==> config.mk <==
export PLATFORM = sky130hd
export DESIGN_NAME = rob_multi_commit
export DESIGN_NICKNAME = d
export VERILOG_FILES = /design/src/rtl/rob_multi_commit.sv
export SDC_FILE = /design/constraint.sdc
export NUM_CORES = 2
export LEC_CHECK = 0
export CAP_MARGIN = 10
export CORE_MARGIN = 2
export CORE_UTILIZATION = 40
export CTS_BUF_LIST = sky130_fd_sc_hd__clkbuf_8
export DETAILED_ROUTE_END_ITERATION = 7
export SLEW_MARGIN = 25
export SYNTH_ARGS = -nofsm -noshare
export SYNTH_HDL_FRONTEND = slang
export SYNTH_SLANG_ARGS = --single-unit
==> constraint.sdc <==
create_clock -name clk_i -period 9.6 [get_ports clk_i]
set_input_delay 1.44 -clock clk_i [delete_from_list [all_inputs] [get_ports clk_i]]
set_output_delay 1.44 -clock clk_i [all_outputs]
set_load 0.01 [all_outputs]
==> src/rtl/rob_multi_commit.sv <==
// Reorder buffer: two writeback ports, up to COMMIT_W in-order commits per cycle, flush on mispredict.
// Optional macro ROB_WB_BYPASS_EN forwards same-cycle writebacks onto the operand query ports.
module rob_multi_commit #(
  parameter int DEPTH    = 16,
  parameter int TAG_W    = $clog2(DEPTH),
  parameter int COMMIT_W = 2
) (
  input  logic             clk_i,
  input  logic             rst_i,
  input  logic             rdy_i,
  input  logic             disp_valid_i,
  input  logic [31:0]      disp_pc_i,
  input  logic [4:0]       disp_rd_i,
  input  logic             disp_is_br_i,
  input  logic             disp_pred_taken_i,
  input  logic             disp_is_store_i,
  output logic [TAG_W-1:0] disp_tag_o,
  output logic             rob_full_o,
  input  logic             wb0_valid_i,
  input  logic [TAG_W-1:0] wb0_tag_i,
  input  logic [31:0]      wb0_res_i,
  input  logic             wb1_valid_i,
  input  logic [TAG_W-1:0] wb1_tag_i,
  input  logic [31:0]      wb1_res_i,
  input  logic             wb1_taken_i,
  input  logic [31:0]      wb1_target_i,
  input  logic [TAG_W-1:0] q0_tag_i,
  input  logic [TAG_W-1:0] q1_tag_i,
  output logic             q0_ready_o,
  output logic             q1_ready_o,
  output logic [31:0]      q0_value_o,
  output logic [31:0]      q1_value_o,
  output logic [TAG_W-1:0] head_tag_o,
  output logic             head_is_store_o,
  output logic             commit0_valid_o,
  output logic [4:0]       commit0_rd_o,
  output logic [31:0]      commit0_res_o,
  output logic [TAG_W-1:0] commit0_tag_o,
  output logic             commit1_valid_o,
  output logic [4:0]       commit1_rd_o,
  output logic [31:0]      commit1_res_o,
  output logic [TAG_W-1:0] commit1_tag_o,
  output logic             flush_o,
  output logic [31:0]      flush_pc_o,
  output logic             bp_upd_valid_o,
  output logic [31:0]      bp_upd_pc_o,
  output logic             bp_upd_taken_o
);
  localparam int CNT_W = TAG_W + 1;

  logic [TAG_W-1:0] head_q, tail_q, head_d, tail_d;
  logic [CNT_W-1:0] count_q, count_d;
  logic             ready_q  [DEPTH];
  logic [31:0]      res_q    [DEPTH];
  logic [31:0]      pc_q     [DEPTH];
  logic [31:0]      target_q [DEPTH];
  logic [4:0]       rd_q     [DEPTH];
  logic             is_br_q  [DEPTH];
  logic             pred_q   [DEPTH];
  logic             taken_q  [DEPTH];
  logic             is_st_q  [DEPTH];

  logic             c0_s, c1_s, br_s, mispred_s, disp_acc_s;
  logic [TAG_W-1:0] h1_s, br_tag_s;
  logic [31:0]      flush_pc_s;

  logic             c0_valid_q, c1_valid_q, flush_q, bp_valid_q, bp_taken_q;
  logic [4:0]       c0_rd_q, c1_rd_q;
  logic [31:0]      c0_res_q, c1_res_q, flush_pc_q, bp_pc_q;
  logic [TAG_W-1:0] c0_tag_q, c1_tag_q;

  assign disp_tag_o      = tail_q;
  assign rob_full_o      = (count_q == CNT_W'(DEPTH));
  assign head_tag_o      = head_q;
  assign head_is_store_o = (count_q != {CNT_W{1'b0}}) && is_st_q[head_q];
  assign commit0_valid_o = c0_valid_q;
  assign commit0_rd_o    = c0_rd_q;
  assign commit0_res_o   = c0_res_q;
  assign commit0_tag_o   = c0_tag_q;
  assign commit1_valid_o = c1_valid_q;
  assign commit1_rd_o    = c1_rd_q;
  assign commit1_res_o   = c1_res_q;
  assign commit1_tag_o   = c1_tag_q;
  assign flush_o         = flush_q;
  assign flush_pc_o      = flush_pc_q;
  assign bp_upd_valid_o  = bp_valid_q;
  assign bp_upd_pc_o     = bp_pc_q;
  assign bp_upd_taken_o  = bp_taken_q;

  // Commit selection, branch resolution and pointer next-state.
  always_comb begin
    h1_s = head_q + TAG_W'(1);
    c0_s = (count_q != {CNT_W{1'b0}}) && ready_q[head_q];
    if (COMMIT_W == 2) begin
      c1_s = c0_s && (count_q >= CNT_W'(2)) && ready_q[h1_s] &&
             !is_br_q[head_q] && !is_st_q[head_q] && !is_st_q[h1_s];
    end else begin
      c1_s = 1'b0;
    end
    // A branch in slot 0 blocks slot 1, so at most one branch resolves per cycle.
    if (c0_s && is_br_q[head_q]) begin
      br_s     = 1'b1;
      br_tag_s = head_q;
    end else if (c1_s && is_br_q[h1_s]) begin
      br_s     = 1'b1;
      br_tag_s = h1_s;
    end else begin
      br_s     = 1'b0;
      br_tag_s = head_q;
    end
    mispred_s  = br_s && (taken_q[br_tag_s] != pred_q[br_tag_s]);
    flush_pc_s = taken_q[br_tag_s] ? target_q[br_tag_s] : (pc_q[br_tag_s] + 32'd4);
    disp_acc_s = disp_valid_i && !rob_full_o && !flush_q;
    if (mispred_s) begin
      head_d  = {TAG_W{1'b0}};
      tail_d  = {TAG_W{1'b0}};
      count_d = {CNT_W{1'b0}};
    end else begin
      head_d  = head_q + TAG_W'(c0_s) + TAG_W'(c1_s);
      tail_d  = tail_q + TAG_W'(disp_acc_s);
      count_d = count_q + CNT_W'(disp_acc_s) - CNT_W'(c0_s) - CNT_W'(c1_s);
    end
  end

  // Pointers, ready/result storage and registered commit/flush/predictor outputs.
  always_ff @(posedge clk_i) begin
    if (rst_i) begin
      head_q     <= {TAG_W{1'b0}};
      tail_q     <= {TAG_W{1'b0}};
      count_q    <= {CNT_W{1'b0}};
      for (int i = 0; i < DEPTH; i++) begin
        ready_q[i] <= 1'b0;
        res_q[i]   <= 32'd0;
      end
      c0_valid_q <= 1'b0;  c0_rd_q <= 5'd0;  c0_res_q <= 32'd0;  c0_tag_q <= {TAG_W{1'b0}};
      c1_valid_q <= 1'b0;  c1_rd_q <= 5'd0;  c1_res_q <= 32'd0;  c1_tag_q <= {TAG_W{1'b0}};
      flush_q    <= 1'b0;  flush_pc_q <= 32'd0;
      bp_valid_q <= 1'b0;  bp_pc_q <= 32'd0;  bp_taken_q <= 1'b0;
    end else if (rdy_i) begin
      head_q  <= head_d;
      tail_q  <= tail_d;
      count_q <= count_d;
      if (mispred_s) begin
        for (int i = 0; i < DEPTH; i++) begin
          ready_q[i] <= 1'b0;
          res_q[i]   <= 32'd0;
        end
      end else begin
        if (disp_acc_s) ready_q[tail_q] <= 1'b0;
        if (wb0_valid_i && !flush_q) begin
          ready_q[wb0_tag_i] <= 1'b1;
          res_q[wb0_tag_i]   <= wb0_res_i;
        end
        if (wb1_valid_i && !flush_q) begin
          ready_q[wb1_tag_i] <= 1'b1;
          res_q[wb1_tag_i]   <= wb1_res_i;
        end
      end
      c0_valid_q <= c0_s;
      c0_rd_q    <= c0_s ? rd_q[head_q]  : 5'd0;
      c0_res_q   <= c0_s ? res_q[head_q] : 32'd0;
      c0_tag_q   <= c0_s ? head_q        : {TAG_W{1'b0}};
      c1_valid_q <= c1_s;
      c1_rd_q    <= c1_s ? rd_q[h1_s]    : 5'd0;
      c1_res_q   <= c1_s ? res_q[h1_s]   : 32'd0;
      c1_tag_q   <= c1_s ? h1_s          : {TAG_W{1'b0}};
      flush_q    <= mispred_s;
      flush_pc_q <= mispred_s ? flush_pc_s : 32'd0;
      bp_valid_q <= br_s;
      bp_pc_q    <= br_s ? pc_q[br_tag_s] : 32'd0;
      bp_taken_q <= br_s && taken_q[br_tag_s];
    end
  end

  // Entry payload; never read unless the entry is live, so it needs no reset.
  always_ff @(posedge clk_i) begin
    if (rdy_i && !rst_i) begin
      if (disp_acc_s && !mispred_s) begin
        pc_q[tail_q]    <= disp_pc_i;
        rd_q[tail_q]    <= disp_rd_i;
        is_br_q[tail_q] <= disp_is_br_i;
        pred_q[tail_q]  <= disp_pred_taken_i;
        is_st_q[tail_q] <= disp_is_store_i;
        taken_q[tail_q] <= 1'b0;
      end
      if (wb1_valid_i && !flush_q && !mispred_s) begin
        taken_q[wb1_tag_i]  <= wb1_taken_i;
        target_q[wb1_tag_i] <= wb1_target_i;
      end
    end
  end

  // Operand lookup; wb1 beats wb0 beats stored data when forwarding is enabled.
  always_comb begin
`ifdef ROB_WB_BYPASS_EN
    if (wb1_valid_i && (wb1_tag_i == q0_tag_i)) begin
      q0_ready_o = 1'b1;  q0_value_o = wb1_res_i;
    end else if (wb0_valid_i && (wb0_tag_i == q0_tag_i)) begin
      q0_ready_o = 1'b1;  q0_value_o = wb0_res_i;
    end else begin
      q0_ready_o = ready_q[q0_tag_i];  q0_value_o = res_q[q0_tag_i];
    end
    if (wb1_valid_i && (wb1_tag_i == q1_tag_i)) begin
      q1_ready_o = 1'b1;  q1_value_o = wb1_res_i;
    end else if (wb0_valid_i && (wb0_tag_i == q1_tag_i)) begin
      q1_ready_o = 1'b1;  q1_value_o = wb0_res_i;
    end else begin
      q1_ready_o = ready_q[q1_tag_i];  q1_value_o = res_q[q1_tag_i];
    end
`else
    q0_ready_o = ready_q[q0_tag_i];
    q0_value_o = res_q[q0_tag_i];
    q1_ready_o = ready_q[q1_tag_i];
    q1_value_o = res_q[q1_tag_i];
`endif
  end

endmodule

; Yosys cells after proc, flatten, opt, wreduce, memory -nomap -nowiden
; Memory sizes are Yosys's and may differ from the RTL's. A register that Yosys moved wholly into a read port is not among the register bits.
; Index checks and enable logic that the tools add are counted.
[totals]
reg_bits = 164
latchBits = 0
mem_bits_rw = 1696
romBits = 0
inputBits = 159
out_inout_bits = 227
mem_count = 9
[memory_table]
columns = memory, depth, word_bits, rd, rd_clocked_by_memory_dff, write_ports, line
row1 = pc_q, 16, 32, 1, 0, 1, 55  ; logic [31:0] pc_q [DEPTH];
row2 = res_q, 16, 32, 4, 1, 16, 54  ; logic [31:0] res_q [DEPTH];
row3 = target_q, 16, 32, 1, 0, 1, 56  ; logic [31:0] target_q [DEPTH];
row4 = rd_q, 16, 5, 2, 1, 1, 57  ; logic [4:0] rd_q [DEPTH];
row5 = is_br_q, 16, 1, 2, 1, 1, 58  ; logic is_br_q [DEPTH];
row6 = is_st_q, 16, 1, 2, 1, 1, 61  ; logic is_st_q [DEPTH];
row7 = 3 more memories, -, -, -, -, -, -
[classes]
n_addsub = 8
multipliers = 0
div_mod_pow = 0
order_cmp = 1
n_eq_ne = 2
shifts = 0
muxes = 100
n_bitwise = 32
n_reduce_logical = 31
[op_table]
columns = operator, count
row1 = 2-to-1 mux 32 bit, 23
row2 = 2-to-1 mux 4 bit, 21
row3 = OR reduction 32 bit, 2
row4 = 2-to-1 mux 1 bit, 53
row5 = "adder 32 x 3 -> 32 bit, second input constant", 1
row6 = OR 1 bit, 32
row7 = logical AND 1 bit, 18
row8 = 2-to-1 mux 5 bit, 3
row9 = adder 4 x 1 -> 4 bit, 3
row10 = subtractor 5 x 1 -> 5 bit, 2
row11 = zero test 1 bit, 7
row12 = adder 5 x 1 -> 5 bit, 1
row13 = "== test 5 bit, second input constant", 1
row14 = "greater-or-equal comparator 5 x 2 -> 1 bit, second input constant", 1
row15 = nonzero test 5 bit, 1
row16 = "adder 4 x 1 -> 4 bit, second input constant", 1
row17 = OR reduction 1 bit, 3
row18 = != test 1 bit, 1

; Longest topological paths before layout
; An unclocked memory read counts as a cell.
[logic_depth]
depth_word = 19
mapped_depth = 27
mapped_depth_nobuf = 19

; Worst setup path before layout
; Ideal clock, no wire load.
[synth_path]
path_kind = register to register
from = reg head_q[0], in the netlist head_tag_o[0]
to = mem taken_q[15] (enable)
setup_ns = 0.310
arrival_ns = 8.663
required_time_ns = 9.290
slack_ns = 0.628
path_stages_with_launch = 19
n_path_buf = 5
synth_period_minus_slack_ns = 8.972
cell_sequence = dfxtp_1 ha_1 buf_2 mux4_2 a32o_1 o21a_1 buf_2 a41oi_1 nor2_2 buf_2 mux4_2 mux2i_4 or3_4 a21oi_4 nand2b_4 buf_6 buf_6 nor4_1 or2_2
[synth_rtl]
columns = item, line
row1 = from (decl), 51  ; logic [TAG_W-1:0] head_q, tail_q, head_d, tail_d;
row2 = from (signal assigned), 128  ; head_q <= {TAG_W{1'b0}};
row3 = to (decl), 60  ; logic taken_q [DEPTH];

; Worst setup path in the final report
[layout_path]
from = reg head_q[0], in the netlist head_tag_o[0]
to = reg flush_pc_q[16], in the netlist flush_pc_o[16]
[layout_via]
elab_chain_cells = 13
[layout_lines]
columns = item, line
row1 = adder 4 x 1 -> 4 bit, 92  ; h1_s = head_q + TAG_W'(1);
row2 = memory (16 x 1 bit), -
row3 = logical AND 1 bit (2 in a row), 95  ; c1_s = c0_s && (count_q >= CNT_W'(2)) && ready_q[h1_s] &&
row4 = logical AND 1 bit (2 in a row), 96  ; !is_br_q[head_q] && !is_st_q[head_q] && !is_st_q[h1_s];
row5 = logical AND 1 bit, 104  ; end else if (c1_s && is_br_q[h1_s]) begin
row6 = 2-to-1 mux 4 bit, 104
row7 = 2-to-1 mux 4 bit, 101  ; if (c0_s && is_br_q[head_q]) begin
row8 = memory (16 x 32 bit) (tied with other cells), -
row9 = adder 32 x 3 -> 32 bit or != test 1 bit (tied branches), "112, 111"
row10 = 2-to-1 mux 32 bit or logical AND 1 bit (tied branches), "112, 111"
row11 = 2-to-1 mux 32 bit *, 168  ; flush_pc_q <= mispred_s ? flush_pc_s : 32'd0;
row12 = to (signal assigned), 168
row13 = to (decl), 69  ; logic [31:0] c0_res_q, c1_res_q, flush_pc_q, bp_pc_q;
; Every way passes the cells marked *; elsewhere a longest branch is shown, timed or not.
; A chain may end at the register's enable or synchronous reset.

==> impl_metrics.tcl <==
set metrics [dict create \
    status "finished clean" \
    grt_pass1_vias 66408 \
    hold_violations 0 \
    grt_usage 0.287 \
    layout_min_cycle_time_ps 8700 \
    syn_to_final_growth_pct 14.2 \
    fin_tns_setup_ps 0 \
    r2r_end "flush_pc_o[16]" \
    irDropWorstVdd_uv 154 \
    crit_end "flush_pc_o[16]" \
    gp_congestion 0.933 \
    synth_top_area_share 0.531 \
    worstPathArrival_ps 9630 \
    final_cell_mix "1680 x edfxtp_1, 1136 x nand2_1, 868 x mux4_2" \
    worst-r2r-setup-slack_ps 900 \
    worstSetupPathType "reg -> reg" \
    cts_tree "built" \
    wl_um 355000 \
    die_y_um 491 \
    insertion_delay_ps 1110 \
    syn-cell-area_um2 94900 \
    max_clock_freq_mhz 115 \
    fin_nets 7028 \
    tritoncts.num_buffers 336 \
    cellPowerDensity_nw_per_um2 159 \
    startpoint_type "flop" \
    p_clk_frac 0.407 \
    drc 0 \
    synth_edf_count 1680 \
    ys_types 95 \
    cts_setup_buffers 0 \
    hp-start "bp_upd_valid_o" \
    syn_nets 6785 \
    p_int_uw 13100 \
    comb_power_share 0.069 \
    total_power_uw 17300 \
    holdBufCountCts 0 \
    layout_commonest_cell "edfxtp_1" \
    pre_cts_slack_ps 1080 \
    hp-class "reg -> reg" \
    drtIter0Drc 9956 \
    clockRootBuffer "clkbuf_8" \
    io_pins 386 \
    rsz0062_at_grt "no" \
    fill_cells 20719 \
    reg2reg_depth 19 \
    tightest_slew_ps 1160 \
    vias 67803 \
    p_leak_uw 0.0352 \
    synth-seq-cells 1864 \
    reg2reg_from "head_tag_o[0]" \
    initial_core_util 0.403 \
    drive_gt1_frac 0.235 \
    setup_ws_ps 897 \
    coreArea_um2 236000 \
    slew_headroom 0.226 \
    clk_pin_slew_ps 60 \
    grt_max_degree 147 \
    synth_async_sr_flop_share 0 \
    worstPathRequired_ps 10520 \
    avgViaCountPerCell 6.59 \
    post_drt_wl_per_cell_um 34.5 \
    design.die.area_um2 241000 \
    switching_share 0.243 \
    power.switching_uw 4200 \
    cts-resized-gates 0 \
    maxCapViolations 0 \
    grt.overflow.total 0 \
    startpoint "head_tag_o[0]" \
    netlist_instances 6609 \
    synth_area_leaders "edfxtp_1 53%, mux4_2 21%, nand2_1 4.6%" \
    yosys_warnings 0 \
    clockBufferDepth 4 \
    fin_skew_ps 98.7 \
    core.rowCount 178 \
    seqPwrFrac 0.524 \
    drt_pre_antenna_iters 6 \
    slew_viol_final 0 \
    setup_viol 0 \
    cp_max_fo 51 \
    antenna_found_initial 50 \
    synth_flop_cell "edfxtp_1" \
    io_buffers 385 \
    finalCritPeriodShare 0.907 \
    cts_max_level 5 \
    ant_nets 0 \
    dp_hpwl_um 205000 \
    synth-seq-area-share 0.570 \
    die_x_um 491 \
    synth_top_area_cell "edfxtp_1" \
    avgSynthCellArea_um2 14.4 \
    grt_pass1_wl_um 498000 \
    clock-sinks 1864 \
    crit_path_end_kind "flop" \
]
-- final cells by class --
type	count	area, µm²	area share
sequential	1864	54200	0.500
tap	3150	3940	0.0364
clock inverter	226	1080	0.00997
antenna	29	72.6	0.000670
multi-input combinational	4023	38300	0.354
inverter	42	178	0.00164
clock buffer	366	5040	0.0465
timing repair buffer	585	5600	0.0517
-- cells in the mapped netlist, types with 9 or more instances --
library cell and number:
o211ai_1 12, buf_2 106, xor2_1 14, a22o_1 189
o31ai_1 12, nor2b_1 24, a21o_1 9, clkbuf_1 376
nand2_1 1152, and2_1 28, edfxtp_1 1680, o22ai_1 103
a31oi_1 25, ha_1 14, a2111oi_0 15, nand2b_1 19
a211oi_1 22, or4_1 11, dfxtp_1 184, mux4_2 868
a21oi_1 453, o21ai_0 80, mux2_2 35, nand4_1 22
nor2_1 141, nor4_1 18, xnor2_1 18, o221ai_1 70
or2_2 14, and3_1 16, a22oi_1 9, or3_1 14
buf_1 163, o22a_1 10, o21ai_1 12, nand3_1 143
a32o_1 40, mux2i_1 204, inv_1 34, a32oi_1 15
nor3_1 29, buf_4 31, nand3b_1 37
-- flip-flops by register name (all words and copies together), names as in the netlist, 32 cells and up, named ones only --
register and flops:
pc_q 512, res_q 512, bp_upd_pc_o 32, commit1_res_o 32, flush_pc_o 32, target_q 512, commit0_res_o 32, rd_q 80
-- layer usage --
metal / vias up / routed length, µm / global-route usage
met5: - / 207 / 0.00139
met4: 28 / 22200 / 0.166
met3: 1076 / 45000 / 0.0857
met2: 5297 / 157000 / 0.425
met1: 34546 / 130000 / 0.374
li1: 26856 / - / -
-- logic make-up after synthesis --
family | after synthesis | share of synthesized area
compound gates | 1152 | 0.0818
xor+xnor | 32 | 0.00295
fa+ha+maj | 17 | 0.00248
buf+inv | 722 | 0.0315
flops | 1864 | 0.570
mux | 1108 | 0.232
simple gates | 1714 | 0.0793
-- power groups by stage --
stage | Combinational (µW) | Clock (µW) | Sequential (µW)
floorplan | 640 | 0 | 9180
global placement | 1160 | 0 | 9210
detailed placement | 1170 | 0 | 9220
CTS | 1170 | 7120 | 9050
global route | 1230 | 7460 | 9060
finish | 1190 | 7030 | 9060
-- worst max-delay path, stage by stage, from the launching register on --
cell,delay [ps]
dfxtp_4,850
ha_4,750
nand2_1,120
o221ai_1,220
a21oi_1,140
o31a_1,630
nor4_2,580
or2_4,540
buf_4,750
o221ai_1,360
a21oi_1,480
o22a_1,440
ha_1,230
inv_1,60
a31oi_1,350
nand4_1,290
nor2_1,720
nand3_1,200
xor2_1,500
o21ai_0,250
-- per-stage QoR --
stage / area (µm²) / util / instances / hold WS, ps
floorplan: 94900 / - / 6609 / 425
global placement: 102000 / 0.434 / 9663 / 435
detailed placement: 102000 / 0.434 / 9663 / 438
CTS: 108000 / 0.460 / 10255 / 447
global route: 108000 / 0.460 / 10281 / 467
finish: 108000 / 0.460 / 10285 / 445
-- worst min path at each step --
stage                      to  depth (start not counted)  slack [ps]
4_1_cts        bp_upd_valid_o                          2         450
3_5_place_dp   bp_upd_valid_o                          2         440
5_1_grt        flush_pc_o[10]                          2         470
3_3_place_gp   bp_upd_valid_o                          2         430
6_report       bp_upd_valid_o                          2         450
2_1_floorplan      count_q[3]                          2         430
Power figures use the tool's default switching activity.
